<file path="src/rtl/frame_reader_pkg.sv">
// rtl/frame_reader_pkg.sv - shared FSM encoding and pixel-packing helpers for frame_reader
package frame_reader_pkg;

  typedef enum logic [1:0] {
    ST_IDLE  = 2'd0,
    ST_FETCH = 2'd1,
    ST_DRAIN = 2'd2
  } state_e;

  // Pixels carried by one frame-buffer word.
  function automatic int calc_ppw(input int mem_width, input int pix_width);
    return mem_width / pix_width;
  endfunction

  // Width of an index over n items, never below one bit.
  function automatic int idx_width(input int n);
    return (n > 1) ? $clog2(n) : 1;
  endfunction

endpackage

</file>
<file path="src/rtl/frame_reader_fifo.sv">
// rtl/frame_reader_fifo.sv - 2-entry word buffer between frame-buffer reads and pixel unpack
module frame_reader_fifo #(
  parameter int width = 32
) (
  input  logic             clk,
  input  logic             rst_n,
  input  logic             clr,
  input  logic             push,
  input  logic [width-1:0] push_data,
  input  logic             pop,
  output logic [1:0]       count,
  output logic [width-1:0] head
);

  logic [width-1:0] mem0_q, mem0_d;
  logic [width-1:0] mem1_q, mem1_d;
  logic             wr_ptr_q, wr_ptr_d;
  logic             rd_ptr_q, rd_ptr_d;
  logic [1:0]       count_q, count_d;

  // Next-state: clear wins; otherwise write at wr_ptr, advance rd_ptr on pop.
  // When full, push+pop writes over the slot being popped, which is consumed at the same edge.
  always_comb begin
    mem0_d   = mem0_q;
    mem1_d   = mem1_q;
    wr_ptr_d = wr_ptr_q;
    rd_ptr_d = rd_ptr_q;
    count_d  = count_q;
    if (clr) begin
      mem0_d   = '0;
      mem1_d   = '0;
      wr_ptr_d = 1'b0;
      rd_ptr_d = 1'b0;
      count_d  = 2'd0;
    end else begin
      if (push) begin
        if (wr_ptr_q) mem1_d = push_data;
        else          mem0_d = push_data;
        wr_ptr_d = ~wr_ptr_q;
      end
      if (pop) rd_ptr_d = ~rd_ptr_q;
      count_d = count_q + {1'b0, push} - {1'b0, pop};
    end
  end

  // Storage and pointer registers.
  always_ff @(posedge clk or negedge rst_n) begin
    if (!rst_n) begin
      mem0_q   <= '0;
      mem1_q   <= '0;
      wr_ptr_q <= 1'b0;
      rd_ptr_q <= 1'b0;
      count_q  <= 2'd0;
    end else begin
      mem0_q   <= mem0_d;
      mem1_q   <= mem1_d;
      wr_ptr_q <= wr_ptr_d;
      rd_ptr_q <= rd_ptr_d;
      count_q  <= count_d;
    end
  end

  assign count = count_q;
  assign head  = rd_ptr_q ? mem1_q : mem0_q;

  // The issue rule upstream guarantees a full buffer is never pushed without a pop.
  no_overflow_a: assert property (@(posedge clk) disable iff (!rst_n)
                                  !(push && !pop && (count_q == 2'd2)));

endmodule

</file>
<file path="src/rtl/frame_reader.sv">
// rtl/frame_reader.sv - scans the frame buffer once per start and streams its pixels LSB-first
module frame_reader
  import frame_reader_pkg::*;
#(
  parameter int mem_width      = 32,
  parameter int mem_depth      = 32,
  parameter int mem_addr_width = $clog2(mem_depth),
  parameter int pix_width      = 8
) (
  input  logic                      clk,
  input  logic                      rst_n,
  input  logic                      start,
  output logic                      busy,
  output logic                      frame_rd_en,
  output logic [mem_addr_width-1:0] frame_rd_addr,
  input  logic [mem_width-1:0]      frame_rd_data,
  output logic                      pix_valid,
  input  logic                      pix_ready,
  output logic [pix_width-1:0]      pix_data,
  output logic                      pix_last
);

  localparam int ppw = calc_ppw(mem_width, pix_width);
  localparam int kw  = idx_width(ppw);
  localparam int cw  = mem_addr_width + 1;
  localparam logic [cw-1:0] depth_c     = cw'(mem_depth);
  localparam logic [cw-1:0] last_word_c = cw'(mem_depth - 1);
  localparam logic [kw-1:0] k_last_c    = kw'(ppw - 1);

  state_e              state_q, state_d;
  logic [cw-1:0]       issue_cnt_q, issue_cnt_d;
  logic                inflight_q, inflight_d;
  logic [kw-1:0]       k_q, k_d;
  logic [cw-1:0]       word_idx_q, word_idx_d;

  logic [1:0]          fifo_count;
  logic [mem_width-1:0] fifo_head;
  logic                fifo_pop;
  logic                fifo_clr;
  logic                handshake;
  logic [2:0]          pending;

  frame_reader_fifo #(.width(mem_width)) u_fifo (
    .clk       (clk),
    .rst_n     (rst_n),
    .clr       (fifo_clr),
    .push      (inflight_q),
    .push_data (frame_rd_data),
    .pop       (fifo_pop),
    .count     (fifo_count),
    .head      (fifo_head)
  );

  // Unpack view of the head word and the handshake it implies.
  always_comb begin
    pix_valid = (fifo_count != 2'd0);
    pix_data  = fifo_head[k_q*pix_width +: pix_width];
    pix_last  = pix_valid && (word_idx_q == last_word_c) && (k_q == k_last_c);
    handshake = pix_valid && pix_ready;
    fifo_pop  = handshake && (k_q == k_last_c);
    // Words buffered or in flight once this cycle's pop retires; counting the pop keeps
    // one-pixel-per-cycle flow when a word holds a single pixel, and still never exceeds 2.
    pending   = {1'b0, fifo_count} + {2'b0, inflight_q} - {2'b0, fifo_pop};
  end

  // FSM next state, read issue and unpack index.
  always_comb begin
    state_d     = state_q;
    issue_cnt_d = issue_cnt_q;
    inflight_d  = 1'b0;
    k_d         = k_q;
    word_idx_d  = word_idx_q;
    fifo_clr    = 1'b0;
    frame_rd_en = 1'b0;

    if (handshake) begin
      k_d = (k_q == k_last_c) ? '0 : k_q + kw'(1);
      if (fifo_pop) word_idx_d = word_idx_q + cw'(1);
    end

    case (state_q)
      ST_IDLE: begin
        if (start) begin
          state_d     = ST_FETCH;
          issue_cnt_d = '0;
          k_d         = '0;
          word_idx_d  = '0;
          fifo_clr    = 1'b1;
        end
      end
      ST_FETCH: begin
        if ((issue_cnt_q < depth_c) && (pending < 3'd2)) begin
          frame_rd_en = 1'b1;
          issue_cnt_d = issue_cnt_q + cw'(1);
          inflight_d  = 1'b1;
          if (issue_cnt_q == last_word_c) state_d = ST_DRAIN;
        end
      end
      ST_DRAIN: begin
        if (handshake && pix_last) state_d = ST_IDLE;
      end
      default: state_d = ST_IDLE;
    endcase
  end

  // State, counter and index registers; reset aborts any frame in progress.
  always_ff @(posedge clk or negedge rst_n) begin
    if (!rst_n) begin
      state_q     <= ST_IDLE;
      issue_cnt_q <= '0;
      inflight_q  <= 1'b0;
      k_q         <= '0;
      word_idx_q  <= '0;
    end else begin
      state_q     <= state_d;
      issue_cnt_q <= issue_cnt_d;
      inflight_q  <= inflight_d;
      k_q         <= k_d;
      word_idx_q  <= word_idx_d;
    end
  end

  assign busy          = (state_q != ST_IDLE);
  assign frame_rd_addr = issue_cnt_q[mem_addr_width-1:0];

endmodule
</file>
<file path="config.mk">
export PLATFORM = sky130hd
export DESIGN_NAME = frame_reader
export DESIGN_NICKNAME = d
export VERILOG_FILES = /design/src/rtl/frame_reader_pkg.sv /design/src/rtl/frame_reader_fifo.sv /design/src/rtl/frame_reader.sv
export SDC_FILE = /design/constraint.sdc
export NUM_CORES = 1
export LEC_CHECK = 0
export CAP_MARGIN = 20
export CORE_MARGIN = 2
export CORE_UTILIZATION = 55
export CTS_BUF_LIST = sky130_fd_sc_hd__clkbuf_2 sky130_fd_sc_hd__clkbuf_4 sky130_fd_sc_hd__clkbuf_8
export CTS_CLUSTER_DIAMETER = 100
export CTS_CLUSTER_SIZE = 30
export DETAILED_ROUTE_END_ITERATION = 6
export PLACE_DENSITY_LB_ADDON = 0.12
export SLEW_MARGIN = 10
export SYNTH_ARGS = -nofsm -noshare
export SYNTH_HDL_FRONTEND = slang
export SYNTH_SLANG_ARGS = --single-unit
</file>
<file path="constraint.sdc">
create_clock -name clk -period 5.81 [get_ports clk]
set_input_delay 1.162 -clock clk [delete_from_list [all_inputs] [get_ports clk]]
set_output_delay 1.162 -clock clk [all_outputs]
set_load 0.005 [all_outputs]
</file>
---- Word level (Yosys, flattened, before mapping) ----
Index checks and enable logic that the tools add are counted.
storage, ports and cells
  output and inout bits ................... 17
  flip-flop bits (word level) ............. 85
  bits of input ports ..................... 36
cells by class
  reductions and logical operators ........ 17
  magnitude comparators ................... 2
  bitwise gates (word level) .............. 2
  shift-type cells ........................ 1
  muxes and demuxes ....................... 32
  $add $sub $neg .......................... 7
  equal/unequal tests ..................... 10
operator list
  operator               count
  $mux W32               7
  $mux W6                6
  $shiftx A32 B6 Y8      1
  $mux W2                9
  $add A6 B1 Y6 const B  2
  $eq A6 B5 Y1 const B   2
  $pmux W6 S2            1
  $reduce_bool A2 Y1     6
  $ne A2 B2 Y1 const B   5
  $mux W1                8
  $logic_and A1 B1 Y1    6
  $lt A6 B6 Y1 const B   1
  $pmux W2 S3            1
  $eq A2 B2 Y1 const B   2
  $reduce_and A2 Y1      2
  $reduce_and A4 Y1      1
  $add A2 B1 Y3          1
  $lt A3 B2 Y1 const B   1
  $reduce_and A3 Y1      1
  $sub A3 B1 Y3          1
  $add A2 B1 Y2          1
  $add A2 B1 Y2 const B  1
  $eq A2 B1 Y1 const B   1
  $logic_not A2 Y1       1
  other kinds (2)        3

---- Depth between registers and ports, before layout ----
  word-level depth ........................ 8
  mapped depth ............................ 9
  depth with buffers taken out ............ 9

---- Hierarchy ----
From an unflattened synthesis, not the netlist that was laid out.
unflattened totals
  cells, all modules ...................... 446
  area total of the unflattened synthesis .. 4,371.7 um^2
by module, submodules not included
  module             cells each  sequential area each (um^2)  times used  area each (um^2)
  frame_reader_fifo  335         1,701.6                      1           3,184.3
  frame_reader       111         425.4                        1           1,187.4

---- Least setup slack after synthesis ----
No wires, ideal clock.
  path kind ............................... input-to-output
  start point ............................. in pix_ready
  end point ............................... out frame_rd_en
  stages .................................. 7
  data arrival time ....................... 2.688 ns
  data required time ...................... 4.648 ns
  slack ................................... 1.960 ns
  path through ............................ o211ai_2 > xnor2_1 > ha_1 > inv_1 > fa_1 > nand3b_1 > nor3_1
on the way
  longest elaborated chain between the ends .. 7
ends and longest elaborated chain
  element              line                RTL
  start: declaration   frame_reader.sv:18  input logic pix_ready,
  $logic_and A1 B1 Y1  frame_reader.sv:59  handshake = pix_valid && pix_ready;
  $logic_and A1 B1 Y1  frame_reader.sv:60  fifo_pop = handshake && (k_q == k_last_c);
  $sub A3 B1 Y3        frame_reader.sv:63  pending = {1'b0, fifo_count} + {2'b0, inflight_q} - {2'b0, fifo_pop};
  $lt A3 B2 Y1         frame_reader.sv:92  if ((issue_cnt_q < depth_c) && (pending < 3'd2)) begin
  $logic_and A1 B1 Y1  frame_reader.sv:92
  $mux W1              frame_reader.sv:92
  $mux W1              frame_reader.sv:81  case (state_q)
  end: declaration     frame_reader.sv:14  output logic frame_rd_en,
Every way passes these cells.

---- Worst setup path in the final report ----
Ends and elaborated chain as after synthesis.

==> impl_metrics.csv <==
group,metric,value,unit
drt,vias,3216,
timing,worst_pin_slew,0.9625,ns
synthesis,ys_types,43,
critical_path,max_stage_delay,0.57,ns
synthesis,ys_warn_count,0,
drt,ant_nets,0,
critical_path,crit_type,"in -> out",
cts,ctsHoldBuffers,0,
drt,vias_per_cell,5.753,
timing,whs,0.5203,ns
worst_hold_path,hold_class,"reg -> reg",
power_and_ir_drop,fin_total_pwr,2606,uW
critical_path,worstSetupStartpointType,"input port",
critical_path,critical_path.cell_chain,"clkdlybuf4s50_1 > o211ai_2 > xnor2_1 > ha_1 > inv_1 > fa_1 > nand3b_1 > nor3_1 > clkdlybuf4s50_1",
synthesis,ys_seq_elements,85,
drt,drt_iter0_markers,199,
global_routing,first_global_vias,3184,
synthesis,async_flop_share,100.0,%
synthesis,syn-num-nets,463,
floorplan,die_y,91.25,um
global_routing,track_usage,23.75,%
finish,stdcell_area,4933,um2
timing,maxSlewViolCount,0,
synthesis,syn-instance-count,422,
power_and_ir_drop,power_density,528.2,nW/um2
synthesis,syn-mean-instance-area,9.921,um2
global_routing,grt_antenna_before_repair,0,
critical_path,required,4.65,ns
finish,final_cell_mix,"nand2_1 (136), dfrtp_1 (85), a21oi_1 (72), clkdlybuf4s50_1 (51), mux4_1 (16)",
timing,rsz0062_at_grt,"false",
cts,insertion_delay,0.35,ns
place,port_buffers,52,
timing,hold_viol,0,
floorplan,die_width,91.25,um
timing,period_share,88.28,%
cts,cts_tree,"yes",
synthesis,yosysSeqAreaShare,50.81,%
job,cap_violations,0,
cts,cts_resized,0,
finish,area.growth.synth_to_final,17.84,%
timing,max-slew-margin-rel,35.83,%
timing,tns,0,ns
cts,postCtsSetupBuffers,0,
drt,dr.pass1.iters,4,
status,outcome,"completed",
floorplan,dieArea,8326,um2
floorplan,coreArea,7331,um2
floorplan,initial_utilization,57.11,%
synthesis,synth_top_area_share,50.81,%
finish,utilization,67.30,%
timing,setup_violations,0,
cts,clock_sinks,85,
cts,root_buffer,"clkbuf_8",
place,gp_congestion,0.8135,
drt,wire_per_inst,16.63,um
synthesis,ys.flop_type,"dfrtp_1",
cts,cts.clk_slew.worst_paths,0.08,ns
power_and_ir_drop,p_leak,0.002171,uW
finish,layout-drive-gt1-share,7.609,%
finish,nNetsFinal,497,
floorplan,core.rowCount,31,
critical_path,slowest_stage,"clkdlybuf4s50_1",
global_routing,grt_overflow,0,
synthesis,synth_edf_count,0,
global_routing,grt_max_degree,86,
cts,cts_buffer_depth,2,
finish,num_antenna_cells,0,
critical_path,cp_max_fo,9,
synthesis,synth.area.top_cells,"dfrtp_1 (51%), nand2_1 (12%), mux4_1 (10%)",
timing,fmax,195.0,MHz
floorplan,ios,53,
drt,routed_wl,9298,um
synthesis,synth_top_area_cell,"dfrtp_1",
cts,htree_levels,3,
cts,cts_buffers,9,
critical_path,end_kind,"output port",
global_routing,grt_pass1_wl,15560,um
synthesis,synthesis.area,4187,um2
place,place_area,4692,um2
power_and_ir_drop,ir_drop,0.0003211,V
timing,fin_skew,0.01049,ns
drt,drc,0,
finish,final_common_cell,"nand2_1",
critical_path,cpMostUsedCell,"clkdlybuf4s50_1",
timing,min_period,5.129,ns
critical_path,cp.arrival,3.97,ns
place,dp_hpwl,5728,um
power by group:
part / switching [uW] / leakage (uW) / internal (uW)
sequential: 217 / 0.00107 / 849
combinational: 472 / 0.00100 / 602
clock: 213 / 0.000105 / 253
final timing paths:
| check | startpoint | end | slack, ns | cells past startpoint |
|---|---|---|---|---|
| max | pix_ready | frame_rd_en | 0.68 | 9 |
| min | u_fifo.mem1_q[26]$_DFFE_PN0P_ | u_fifo.mem1_q[26]$_DFFE_PN0P_ | 0.52 | 2 |
| max reg2reg | k_q[0]$_DFF_PN0_ | issue_cnt_q[2]$_DFFE_PN0P_ | 2.31 | 9 |
| min reg2reg | u_fifo.mem1_q[26]$_DFFE_PN0P_ | u_fifo.mem1_q[26]$_DFFE_PN0P_ | 0.52 | 2 |
| max in group asynchronous | rst_n | k_q[1]$_DFF_PN0_ | 4.40 | 2 |
| min in group asynchronous | rst_n | issue_cnt_q[4]$_DFFE_PN0P_ | 0.78 | 1 |
cell families after synthesis:
logic type | Yosys count | share of synthesized area, %
AND/OR/NAND/NOR | 176 | 17.87
multiplexers | 30 | 13.63
buffers and inverters | 39 | 4.692
XOR/XNOR | 5 | 1.046
adder cells (fa/ha/maj) | 5 | 1.674
flip-flops | 85 | 50.81
AO/OA/AOI/OAI | 82 | 10.28
cell type report:
cell class                 instances  area, um2
sequential                        85       2127
tap                               99      123.9
timing repair buffer              58      575.6
multi-input combinational        298       1871
fill                             575       2397
clock buffer                      10      137.6
inverter                           4      15.01
clock inverter                     5      83.83
per-stage QoR:
step	setup slack [ns]	cells
5_1_grt	0.4901	559
3_3_place_gp	0.7725	543
2_1_floorplan	1.960	422
4_1_cts	0.6667	558
6_report	0.6811	559
3_5_place_dp	0.6942	543
cell usage after synthesis, types with 2 or more instances:
cell and count:
buf_2 5, nand2_1 136, mux2i_1 6, inv_1 4
nor3_1 2, o31ai_1 2, nand3_1 3, nand4_1 2
dfrtp_1 85, ha_1 4, o21ai_0 3, a21oi_1 72
or3_1 4, clkbuf_1 21, mux4_1 16, nand2b_1 6
mux2_2 8, buf_4 5, xor2_1 3, and2_1 3
xnor2_1 2, nor2_1 8, and3_1 2
registers in the layout (all words and copies together) (netlist names):
name	cells
u_fifo.mem0_q	32
u_fifo.mem1_q	32
issue_cnt_q	6
word_idx_q	6
k_q	2
state_q	2
u_fifo.count	2
inflight_q	1
u_fifo.rd_ptr_q	1
u_fifo.wr_ptr_q	1
critical path: cells and delay by family:
| family | cells | cell delay, ns |
|---|---|---|
| xor+xnor | 1 | 0.22 |
| simple gates | 2 | 0.54 |
| buf+inv | 3 | 1.12 |
| fa+ha+maj | 2 | 0.70 |
| compound gates | 1 | 0.22 |
per-layer routing:
metal | global-route usage (%) | part of all wire [%] | vias up
li1 | - | - | 1507
met1 | 30.39 | 43 | 1601
met2 | 40.93 | 51 | 95
met3 | 4.564 | 4.4 | 13
met4 | 7.576 | 1.4 | 0
met5 | 0 | 0 | -
Note: power is estimated with default switching activity, not from simulation.
